[src/rtl/axis_read_addr.sv]
// axis_read_addr
//   Read-address front end of the AXI read path. Accepts one job (byte
//   start address + length in stream words), arms the downstream data stage
//   by forwarding the word length, then issues AXI4 INCR read-address bursts.
//   Each burst is limited to BURST_MAX beats and never crosses a 4 KiB page.
//
// Ports
//   clk, rst            system clock, synchronous active-high reset
//   cfg_*               job input handshake (address, length in words)
//   data_cfg_*          word-length forward to axis_read_data
//   axi_ar*             AXI4 read-address channel
module axis_read_addr #(
    parameter int CONFIG_AWIDTH  = 32,
    parameter int CONFIG_DWIDTH  = 32,
    parameter int WIDTH_RATIO    = 8,
    parameter int AXI_DATA_WIDTH = 256,
    parameter int BURST_MAX      = 16
) (
    input  logic                     clk,
    input  logic                     rst,
    input  logic [CONFIG_AWIDTH-1:0] cfg_address,
    input  logic [CONFIG_DWIDTH-1:0] cfg_length,
    input  logic                     cfg_valid,
    output logic                     cfg_ready,
    output logic [CONFIG_DWIDTH-1:0] data_cfg_length,
    output logic                     data_cfg_valid,
    input  logic                     data_cfg_ready,
    output logic [CONFIG_AWIDTH-1:0] axi_araddr,
    output logic [7:0]               axi_arlen,
    output logic [2:0]               axi_arsize,
    output logic [1:0]               axi_arburst,
    output logic                     axi_arvalid,
    input  logic                     axi_arready
);

    localparam int BYTES      = AXI_DATA_WIDTH / 8;
    localparam int LOG2B      = $clog2(BYTES);
    localparam int LOG2R      = $clog2(WIDTH_RATIO);
    localparam int BW         = CONFIG_DWIDTH + 1;
    localparam int PAGE_BEATS = 4096 / BYTES;

    typedef enum logic [1:0] {IDLE, FWD, CALC, ADDR} state_t;

    state_t                   state_reg, state_next;
    logic [CONFIG_AWIDTH-1:0] addr_reg, addr_next;
    logic [CONFIG_AWIDTH-1:0] araddr_reg, araddr_next;
    logic [BW-1:0]            beats_reg, beats_next;
    logic [CONFIG_DWIDTH-1:0] len_reg, len_next;
    logic [8:0]               n_reg, n_next;
    logic [7:0]               arlen_reg, arlen_next;
    logic                     cfg_ready_reg, cfg_ready_next;
    logic                     data_cfg_valid_reg, data_cfg_valid_next;
    logic                     arvalid_reg, arvalid_next;

    logic [BW-1:0]            beats_cfg;
    logic [12:0]              to4k;
    logic [BW-1:0]            n_calc;

    // Arithmetic helpers: beat count of the incoming job and the size of the
    // next burst from the current address/remaining beats.
    always_comb begin
        // One extra bit so a length near 2^CONFIG_DWIDTH does not wrap on round-up.
        beats_cfg = ({1'b0, cfg_length} + BW'(WIDTH_RATIO - 1)) >> LOG2R;
        // Beats left before the next 4 KiB page; a page-aligned address gives a full page.
        to4k      = 13'(PAGE_BEATS) - 13'(addr_reg[11:LOG2B]);
        n_calc    = beats_reg;
        if (n_calc > BW'(BURST_MAX)) begin
            n_calc = BW'(BURST_MAX);
        end
        if (n_calc > BW'(to4k)) begin
            n_calc = BW'(to4k);
        end
    end

    always_comb begin
        state_next  = state_reg;
        addr_next   = addr_reg;
        araddr_next = araddr_reg;
        beats_next  = beats_reg;
        len_next    = len_reg;
        n_next      = n_reg;
        arlen_next  = arlen_reg;

        case (state_reg)
            IDLE: begin
                if (cfg_valid && cfg_ready_reg) begin
                    addr_next  = cfg_address;
                    beats_next = beats_cfg;
                    len_next   = cfg_length;
                    if (cfg_length != '0) begin
                        state_next = FWD;
                    end
                end
            end
            FWD: begin
                if (data_cfg_ready) begin
                    state_next = CALC;
                end
            end
            CALC: begin
                araddr_next = addr_reg;
                arlen_next  = 8'(n_calc - BW'(1));
                n_next      = 9'(n_calc);
                state_next  = ADDR;
            end
            ADDR: begin
                if (axi_arready) begin
                    addr_next  = addr_reg + (CONFIG_AWIDTH'(n_reg) << LOG2B);
                    beats_next = beats_reg - BW'(n_reg);
                    state_next = (beats_next == '0) ? IDLE : CALC;
                end
            end
            default: state_next = IDLE;
        endcase

        // Handshake outputs are registered copies of the next state.
        cfg_ready_next      = (state_next == IDLE);
        data_cfg_valid_next = (state_next == FWD);
        arvalid_next        = (state_next == ADDR);
    end

    always_ff @(posedge clk) begin
        if (rst) begin
            state_reg          <= IDLE;
            addr_reg           <= '0;
            araddr_reg         <= '0;
            beats_reg          <= '0;
            len_reg            <= '0;
            n_reg              <= '0;
            arlen_reg          <= '0;
            cfg_ready_reg      <= 1'b0;
            data_cfg_valid_reg <= 1'b0;
            arvalid_reg        <= 1'b0;
        end else begin
            state_reg          <= state_next;
            addr_reg           <= addr_next;
            araddr_reg         <= araddr_next;
            beats_reg          <= beats_next;
            len_reg            <= len_next;
            n_reg              <= n_next;
            arlen_reg          <= arlen_next;
            cfg_ready_reg      <= cfg_ready_next;
            data_cfg_valid_reg <= data_cfg_valid_next;
            arvalid_reg        <= arvalid_next;
        end
    end

    assign cfg_ready       = cfg_ready_reg;
    assign data_cfg_length = len_reg;
    assign data_cfg_valid  = data_cfg_valid_reg;
    assign axi_araddr      = araddr_reg;
    assign axi_arlen       = arlen_reg;
    assign axi_arsize      = 3'(LOG2B);
    assign axi_arburst     = 2'b01;
    assign axi_arvalid     = arvalid_reg;

endmodule

[config.mk]
export PLATFORM = sky130hd
export DESIGN_NAME = axis_read_addr
export DESIGN_NICKNAME = d
export VERILOG_FILES = /design/src/rtl/axis_read_addr.sv
export SDC_FILE = /design/constraint.sdc
export NUM_CORES = 1
export LEC_CHECK = 0
export BUFFER_PORTS_ARGS = -buffer_cell sky130_fd_sc_hd__buf_2
export CORE_ASPECT_RATIO = 2
export CORE_MARGIN = 2
export CORE_UTILIZATION = 35
export DETAILED_ROUTE_END_ITERATION = 12
export SYNTH_ARGS = -nofsm -noshare
export SYNTH_HDL_FRONTEND = slang
export SYNTH_SLANG_ARGS = --single-unit
export TNS_END_PERCENT = 100
[constraint.sdc]
create_clock -name clk -period 3.6 [get_ports clk]
set_input_delay 0.18 -clock clk [delete_from_list [all_inputs] [get_ports clk]]
set_output_delay 0.18 -clock clk [all_outputs]
set_load 0.02 [all_outputs]
# [After elaboration in Yosys (flattened, before gate mapping)]
# Cells that the tools add are included.
[word_totals] mem_bits_ro=0 in_bits=69 latchBits=0 wordCells=46 output_inout_bits=80 mem_count=0 reg_bits=151 ramBits=0
[classes] muxes=14 mul=0 div_mod_pow=0 eq_ne=7 magnitude_cmp=2 n_reduce_logical=8 addsub=5 n_shift=0 bitwise_logic=0
[ops] op="33-bit 2-to-1 mux" count=3
[ops] op="33-bit one-hot mux with 2 select lines" count=1
[ops] op="32-bit 2-to-1 mux" count=2
[ops] op="32-bit one-hot mux with 2 select lines" count=1
[ops] op="32-bit by 3-bit adder with 33-bit output, second input constant" count=1
[ops] op="33-bit by 13-bit > comparator with 1-bit output" count=1
[ops] op="33-bit by 5-bit > comparator with 1-bit output, second input constant" count=1
[ops] op="33-bit zero test" count=1
[ops] op="33-bit by 9-bit subtractor with 33-bit output" count=1
[ops] op="32-bit by 14-bit adder with 32-bit output" count=1
[ops] op="32-bit nonzero test" count=1
[ops] op="2-bit 2-to-1 mux" count=5
[ops] op="9-bit 2-to-1 mux" count=1
[ops] op="8-bit by 7-bit subtractor with 9-bit output, first input constant" count=1
[ops] op="2-bit one-hot mux with 4 select lines" count=1
[ops] op="8-bit by 1-bit subtractor with 8-bit output, second input constant" count=1
[ops] op="2-bit == test, second input constant" count=3
[ops] op="2-bit by 1-bit == test with 1-bit output, second input constant" count=2
[ops] op="2-bit zero test" count=2
[ops] op="2-bit != test, second input constant" count=2
[ops] op="3-bit AND reduction" count=1
[ops] op="2-bit AND reduction" count=1
[ops] op="2-bit nonzero test" count=1
[ops] op="1-bit logical AND" count=1

# [Depth between registers and ports, before layout]
# Gate-level depths: netlist (run 1).
[depth] ltp_word=6 depth_mapped=18 ltp_nobuf=17

# [Worst setup path before layout (run 1)]
# No wires, ideal clock.
[synth_path] path_kind="reg2reg" from="reg beats_reg[9]" to="reg arlen_reg[6] (netlist: axi_arlen[6])" t_required_ps=3481 stages_incl_launch_ff=18 period_less_slack_ps=3909 setup_ps=119 slack_ps=-309 n_path_buf=1 t_arrival_ps=3789 cell_sequence="dfxtp_1 > or4_4 > nor4_1 > o211ai_1 > inv_1 > ha_1 > a21oi_1 > nand2_1 > a31oi_1 > or2_2 > clkbuf_1 > nor2_1 > a21oi_1 > ha_1 > nand4_1 > xor2_1 > a21oi_1 > a21oi_1"
[synth_via] elab_chain_cells=5
[synth_lines] item="start: declaration" line_no="47" rtl="logic [BW-1:0] beats_reg, beats_next;"
[synth_lines] item="start signal: assignment" line_no="138" rtl="beats_reg <= beats_next;"
[synth_lines] item="33-bit by 5-bit > comparator with 1-bit output" line_no="67" rtl="if (n_calc > BW'(BURST_MAX)) begin"
[synth_lines] item="33-bit 2-to-1 mux (*)" line_no="67"
[synth_lines] item="33-bit by 13-bit > comparator with 1-bit output" line_no="70" rtl="if (n_calc > BW'(to4k)) begin"
[synth_lines] item="9-bit 2-to-1 mux (*)" line_no="70"
[synth_lines] item="8-bit by 1-bit subtractor with 8-bit output (*)" line_no="102" rtl="arlen_next = 8'(n_calc - BW'(1));"
[synth_lines] item="end signal: assignment" line_no="141" rtl="arlen_reg <= arlen_next;"
[synth_lines] item="end: declaration" line_no="50" rtl="logic [7:0] arlen_reg, arlen_next;"
# Every way passes the cells marked *; elsewhere a longest branch is shown, timed or not.
# A chain may end at the register's enable or synchronous reset.

# [Worst setup path in the final report (run 1)]
[layout_path] from="reg addr_reg[7]" to="reg arlen_reg[2] (netlist: axi_arlen[2])"
[layout_via] elab_chain_cells=4
[layout_lines] item="start: declaration" line_no="45" rtl="logic [CONFIG_AWIDTH-1:0] addr_reg, addr_next;"
[layout_lines] item="start signal: assignment" line_no="136" rtl="addr_reg <= addr_next;"
[layout_lines] item="8-bit by 7-bit subtractor with 9-bit output (*)" line_no="65" rtl="to4k = 13'(PAGE_BEATS) - 13'(addr_reg[11:LOG2B]);"
[layout_lines] item="33-bit by 13-bit > comparator with 1-bit output" line_no="70"
[layout_lines] item="9-bit 2-to-1 mux (*)" line_no="70"
[layout_lines] item="8-bit by 1-bit subtractor with 8-bit output (*)" line_no="102"
# Marks and branches as above.

==> results of run 1 <==
[worst paths after layout]
path | start | endpoint | cells past startpoint
max | addr_reg[7]$_SDFFE_PP0P_ | axi_arlen[2]$_SDFFE_PP0N_ | 13
min | cfg_length[28] | data_cfg_length[28]$_SDFFE_PP0P_ | 3
max reg2reg | addr_reg[7]$_SDFFE_PP0P_ | axi_arlen[2]$_SDFFE_PP0N_ | 13
min reg2reg | addr_reg[1]$_SDFFE_PP0P_ | axi_araddr[1]$_SDFFE_PP0N_ | 2
[final cells by class]
cell class                      instances  area (um2)  share of cell area
Tap cell                              332         415              0.0368
Clock buffer                           22         484              0.0429
Multi-Input combinational cell        911        5440               0.482
Timing Repair Buffer                  264        1700               0.151
Inverter                               33         124              0.0110
Clock inverter                          9        92.6             0.00821
Sequential cell                       151        3020               0.268
[power breakdown]
| part | internal (W) | switching (W) |
|---|---|---|
| sequential | 0.00178 | 0.0000897 |
| combinational | 0.000872 | 0.00127 |
| clock | 0.00102 | 0.000754 |
[synthesized netlist by cell type, drive strengths merged (3+ instances only)]
cell type	instances	share of area
a311oi	11	0.011
nor3	33	0.020
o21a	13	0.011
a2111oi	5	0.0051
o21bai	4	0.0035
inv	33	0.014
or3	10	0.0072
xor2	21	0.021
nand2	217	0.094
dfxtp	151	0.35
buf	15	0.010
nor2b	7	0.0051
a211oi	20	0.018
a31oi	12	0.0087
nor2	87	0.038
ha	28	0.040
or2	7	0.0051
o211ai	12	0.010
and4	3	0.0030
mux2i	3	0.0035
a211o	3	0.0030
nand3	35	0.020
nand2b	4	0.0029
o2111ai	4	0.0040
and3	18	0.013
a21oi	135	0.078
o22ai	8	0.0058
clkbuf	57	0.025
or4b	3	0.0039
o21ai	58	0.033
and2	8	0.0058
or4	11	0.011
nand4	20	0.014
nor4b	4	0.0040
xnor2	26	0.026
a32o	3	0.0035
a21o	7	0.0061
nor4	21	0.016
o31ai	3	0.0026
o32ai	3	0.0030
a22oi	6	0.0052
[kinds of logic (layout without fill, tap and decap cells)]
| logic type | after synthesis | after routing | synth area share |
|---|---|---|---|
| adders and majority gates | 30 | 30 | 0.0450 |
| xor gates and xnor gates | 47 | 47 | 0.0475 |
| DFF | 151 | 151 | 0.349 |
| AOI/OAI and AO/OA | 330 | 330 | 0.238 |
| and+or+nand+nor | 492 | 492 | 0.266 |
| other | 2 | 8 | 0.000866 |
| buffers and inverters | 105 | 328 | 0.0492 |
| muxes | 4 | 4 | 0.00476 |
[worst reg2reg max path: cells and delay by family (launching register included)]
family	cells	cell delay, ns
AND/OR/NAND/NOR	6	1.82
adder cells (fa/ha/maj)	2	0.51
AO/OA/AOI/OAI	3	0.38
multiplexers	1	0.32
flip-flops	1	0.30
XOR/XNOR	1	0.15
[layer usage]
metal	track usage	up-vias
met5	0	-
met4	0.143	0
met3	0.0388	83
met2	0.487	272
met1	0.237	4440
li1	-	4595
[through the flow]
step	power (W)	instance area [um2]	utilization	hold WS [ns]	instances
2_1_floorplan	0.00308	8730	-	0.316	1167
3_3_place_gp	0.00390	10300	0.421	0.425	1663
3_5_place_dp	0.00390	10300	0.421	0.431	1663
4_1_cts	0.00576	11200	0.458	0.000383	1720
5_1_grt	0.00608	11300	0.462	0.0148	1722
6_report	0.00579	11300	0.462	0.0139	1722
[timing repair]
action                                 4_1_cts  5_1_grt
resized for setup                           14       13
endpoints found under the hold margin       24        0
cloned                                       0        0
buffers inserted                             2        2
hold buffers                                24        0
pin swaps                                    6        8
setup endpoints to repair                    3        5
==> flow_summary_export.csv, run 1 <==
group,metric,value,unit
run_status,outcome,"completed",
synth,synth-main-ff-cell,"dfxtp_1",
sta,rsz0062_at_grt,"yes",
place,io_buffers,143,
clock_tree,htreeDepth,4,
place,routabilityCongestion,0.954,
critical_path,cp_max_fo,4,
flow_run,max_cap_viol_count,0,
critical_path,path_class,"flop to flop",
layout,area_growth,30.1,%
floorplanning,die_h,227,um
sta,period_share,0.989,
clock_tree,clk_pin_slew_worst_paths,0.06,ns
global_routing,grt_pass1_vias,9238,
sta,min_period,3.56,ns
routing,maxUsedRoutingLayer,"met4",
floorplanning,core_area,24400,um2
routing,ant_nets,0,
power,leakagePower,4.58,nW
critical_path,path_buf_inv,0,
clock_tree,clock_path_buffers,2,
sta,maxSlewViolCount,0,
routing,routed_wl,32.2,mm
layout,diodes,0,
global_routing,antenna_found_initial,0,
synth,synth_edf_count,0,
sta,slew_headroom,0.291,
sta,setup_viol,0,
clock_tree,cts_sinks,151,
critical_path,crit_slowest_cell,"or4_1",
power,power.density_cell_area,513,nW/um2
routing,post_drt_wl_per_cell,18.7,um
synth,synth_cell_types,82,
critical_path,max_stage_delay,0.47,ns
floorplanning,start_util,0.355,
floorplanning,dieArea,26100,um2
sta,hold_violations,0,
routing,dr_total_vias,9390,
clock_tree,cts-buffers-inserted,17,
sta,fin_setup_tns,0,ns
routing,wl_met3,1.11,mm
global_routing,gr-total-overflow,0,
layout,drive_gt1_frac,0.230,
routing,first_pass_iters,5,
critical_path,worstSetupStartpointType,"flop",
global_routing,grt_usage,0.249,
clock_tree,clk_latency,0.46,ns
floorplanning,rows,81,
layout,final_common_cell,"nand2_1",
global_routing,grt_max_degree,62,
synth,syn_avg_cell_area,7.47,um2
sta,tightest_slew,1.06,ns
place,place_ws,-0.239,ns
routing,drc_errors,0,
layout,final_nets,1477,
critical_path,path_cells,"or3_1, or2_2, or4_1, ha_1, nand4_1, o32ai_1, o21bai_2, or2_4, mux2_4, ha_4, xor2_1, or3_1, a21oi_1",
place,dp_hpwl,24.2,mm
power,vdd_ir_drop_max,0.000319,V
synth,syn_area,8670,um2
synth,synth_seq_cells,151,
synth,syn_inst,1161,
synth,seq_area_frac_synth,0.349,
synth,async_flop_share,0,
critical_path,required,3.97,ns
routing,met2_wirelength,18.1,mm
floorplanning,fp.dieW,115,um
hold_path,hp-class,"primary input to flop",
layout,largest_register_ffs,33,
routing,routed_via_density,5.45,
synth,yosys_warnings,0,
sta,fmax,281,MHz
clock_tree,tritoncts,"yes",
critical_path,crit_top_cell,"or3_1",
sta,skew,0.0151,ns
critical_path,end_kind,"flop",
critical_path,cp_top_family,"simple AND/OR/NAND/NOR gates",
routing,wl_met1,11.3,mm
floorplanning,io_pins,149,
critical_path,arrival,3.94,ns
critical_path,reg2reg_setup_slack,0.04,ns
layout,final_cell_mix,"215 x nand2_1, 150 x dfxtp_1, 142 x buf_2",
global_routing,grt_pass1_wl,49.7,mm
sta,fin_ws,0.0381,ns
layout,fillCellCount,2497,
routing,drtIter0Drc,595,
clock_tree,cts-root-buf,"clkbuf_16",
Power figures use the tool's default switching activity.
==> run 2: changes to the inputs <==
--- a/config.mk
+++ b/config.mk
@@ -9,6 +9,7 @@
 export CORE_ASPECT_RATIO = 2
 export CORE_MARGIN = 2
 export CORE_UTILIZATION = 35
+export CTS_BUF_LIST = sky130_fd_sc_hd__clkbuf_4
 export DETAILED_ROUTE_END_ITERATION = 12
 export SYNTH_ARGS = -nofsm -noshare
 export SYNTH_HDL_FRONTEND = slang
==> flow_summary_export.csv, run 2 (synthesis results as in run 1) <==
group,metric,value,unit
floorplanning,io_pins,149,
clock_tree,htreeDepth,4,
hold_path,hp-class,"primary input to flop",
clock_tree,clk_pin_slew_worst_paths,0.14,ns
layout,final_nets,1525,
routing,drtIter0Drc,547,
clock_tree,cts_sinks,151,
routing,dr_total_vias,9672,
clock_tree,cts-root-buf,"clkbuf_4",
routing,post_drt_wl_per_cell,18.5,um
critical_path,cp_max_fo,4,
routing,ant_nets,0,
clock_tree,clk_latency,0.64,ns
sta,timing.hold.ws,0.160,ns
layout,area_growth,31.9,%
clock_tree,tritoncts,"yes",
global_routing,grt_usage,0.252,
layout,drive_gt1_frac,0.225,
critical_path,required,4.16,ns
sta,setup_viol,0,
sta,fin_setup_tns,0,ns
place,dp_hpwl,24.2,mm
routing,routed_wl,32.8,mm
floorplanning,rows,81,
place,io_buffers,143,
layout,final_common_cell,"nand2_1",
flow_run,max_cap_viol_count,0,
power,power.density_cell_area,446,nW/um2
global_routing,antenna_found_initial,1,
run_status,outcome,"completed",
power,leakagePower,4.64,nW
routing,drc_errors,0,
global_routing,grt_pass1_wl,50.4,mm
floorplanning,fp.dieW,115,um
sta,tightest_slew,1.08,ns
global_routing,grt_pass1_vias,9425,
floorplanning,dieArea,26100,um2
layout,final_area,11400,um2
layout,final_cell_mix,"215 x nand2_1, 148 x dfxtp_1, 142 x buf_2",
power,total_power,0.00510,W
sta,maxSlewViolCount,0,
sta,min_period,3.58,ns
sta,hold_violations,0,
sta,skew,0.0222,ns
critical_path,path_class,"flop to flop",
floorplanning,core_area,24400,um2
layout,largest_register_ffs,33,
sta,fin_ws,0.0164,ns
routing,first_pass_iters,5,
sta,rsz0062_at_grt,"yes",
place,place_area,10300,um2
critical_path,end_kind,"flop",
sta,slew_headroom,0.280,
global_routing,grt_max_degree,62,
global_routing,gr-total-overflow,0,
clock_tree,clock_path_buffers,2,
sta,fmax,279,MHz
floorplanning,start_util,0.355,
critical_path,worstSetupStartpointType,"flop",
place,place_ws,-0.239,ns
sta,period_share,0.995,
place,routabilityCongestion,0.954,
floorplanning,die_h,227,um
clock_tree,cts-buffers-inserted,17,
layout,fillCellCount,2474,
critical_path,arrival,4.14,ns
power,vdd_ir_drop_max,0.000273,V
routing,routed_via_density,5.46,
[run 2: path summary, 6_finish.rpt]
check	start	end	slack [ns]	cells after the start
hold reg to reg	addr_reg[1]$_SDFFE_PP0P_	axi_araddr[1]$_SDFFE_PP0N_	0.45	2
setup reg to reg	beats_reg[9]$_SDFFE_PP0P_	axi_arlen[2]$_SDFFE_PP0N_	0.02	14
hold / removal	cfg_valid	data_cfg_length[31]$_SDFFE_PP0P_	0.16	4
setup / recovery	beats_reg[9]$_SDFFE_PP0P_	axi_arlen[2]$_SDFFE_PP0N_	0.02	14
[run 2: final cells by class]
cell class	instances	area, um2	share of cell area
Clock inverter	13	108	0.00941
Inverter	33	124	0.0108
Clock buffer	18	135	0.0118
Sequential cell	151	3030	0.265
Antenna cell	1	2.50	0.000219
Multi-Input combinational cell	911	5450	0.477
Timing Repair Buffer	312	2170	0.190
Tap cell	332	415	0.0363
[run 2: worst max-delay path, stage by stage, from the launching register on]
cell and delay (ns):
dfxtp_2 0.34, or4_4 0.55, nor4_4 0.34, o21a_1 0.21, and2_4 0.18, ha_4 0.20, nand4_1 0.08, o32ai_1 0.06
o21bai_2 0.19, or2_4 0.26, mux2_4 0.33, ha_4 0.18, xor2_1 0.15, or3_1 0.30, a21oi_1 0.13
[run 2: routing by layer]
layer / vias to the layer above / global-route usage / share of wire
li1: 4704 / - / -
met1: 4624 / 0.240 / 0.35
met2: 265 / 0.496 / 0.56
met3: 79 / 0.0404 / 0.032
met4: 0 / 0.137 / 0.054
met5: - / 0 / 0
[run 2: timing repair]
| action | 4_1_cts | 5_1_grt |
|---|---|---|
| endpoints found under the setup margin | 3 | 5 |
| buffers inserted | 3 | 5 |
| pin swaps | 6 | 10 |
| hold endpoints to repair | 94 | 0 |
| hold buffers | 68 | 0 |
| gates resized for setup | 16 | 16 |
[run 2: where the power goes]
part / leakage, nW / total (W) / switching, W / internal [W]
clock network: 0.125 / 0.00101 / 0.000667 / 0.000340
registers: 1.23 / 0.00187 / 0.0000889 / 0.00178
logic: 3.28 / 0.00223 / 0.00129 / 0.000937
total: 4.64 / 0.00510 / 0.00204 / 0.00306
[run 2: per-stage QoR]
stage | std cells | util
CTS | 1765 | 0.463
global placement | 1663 | 0.421
floorplan | 1167 | -
finish | 1771 | 0.468
global route | 1771 | 0.468
detailed placement | 1663 | 0.421
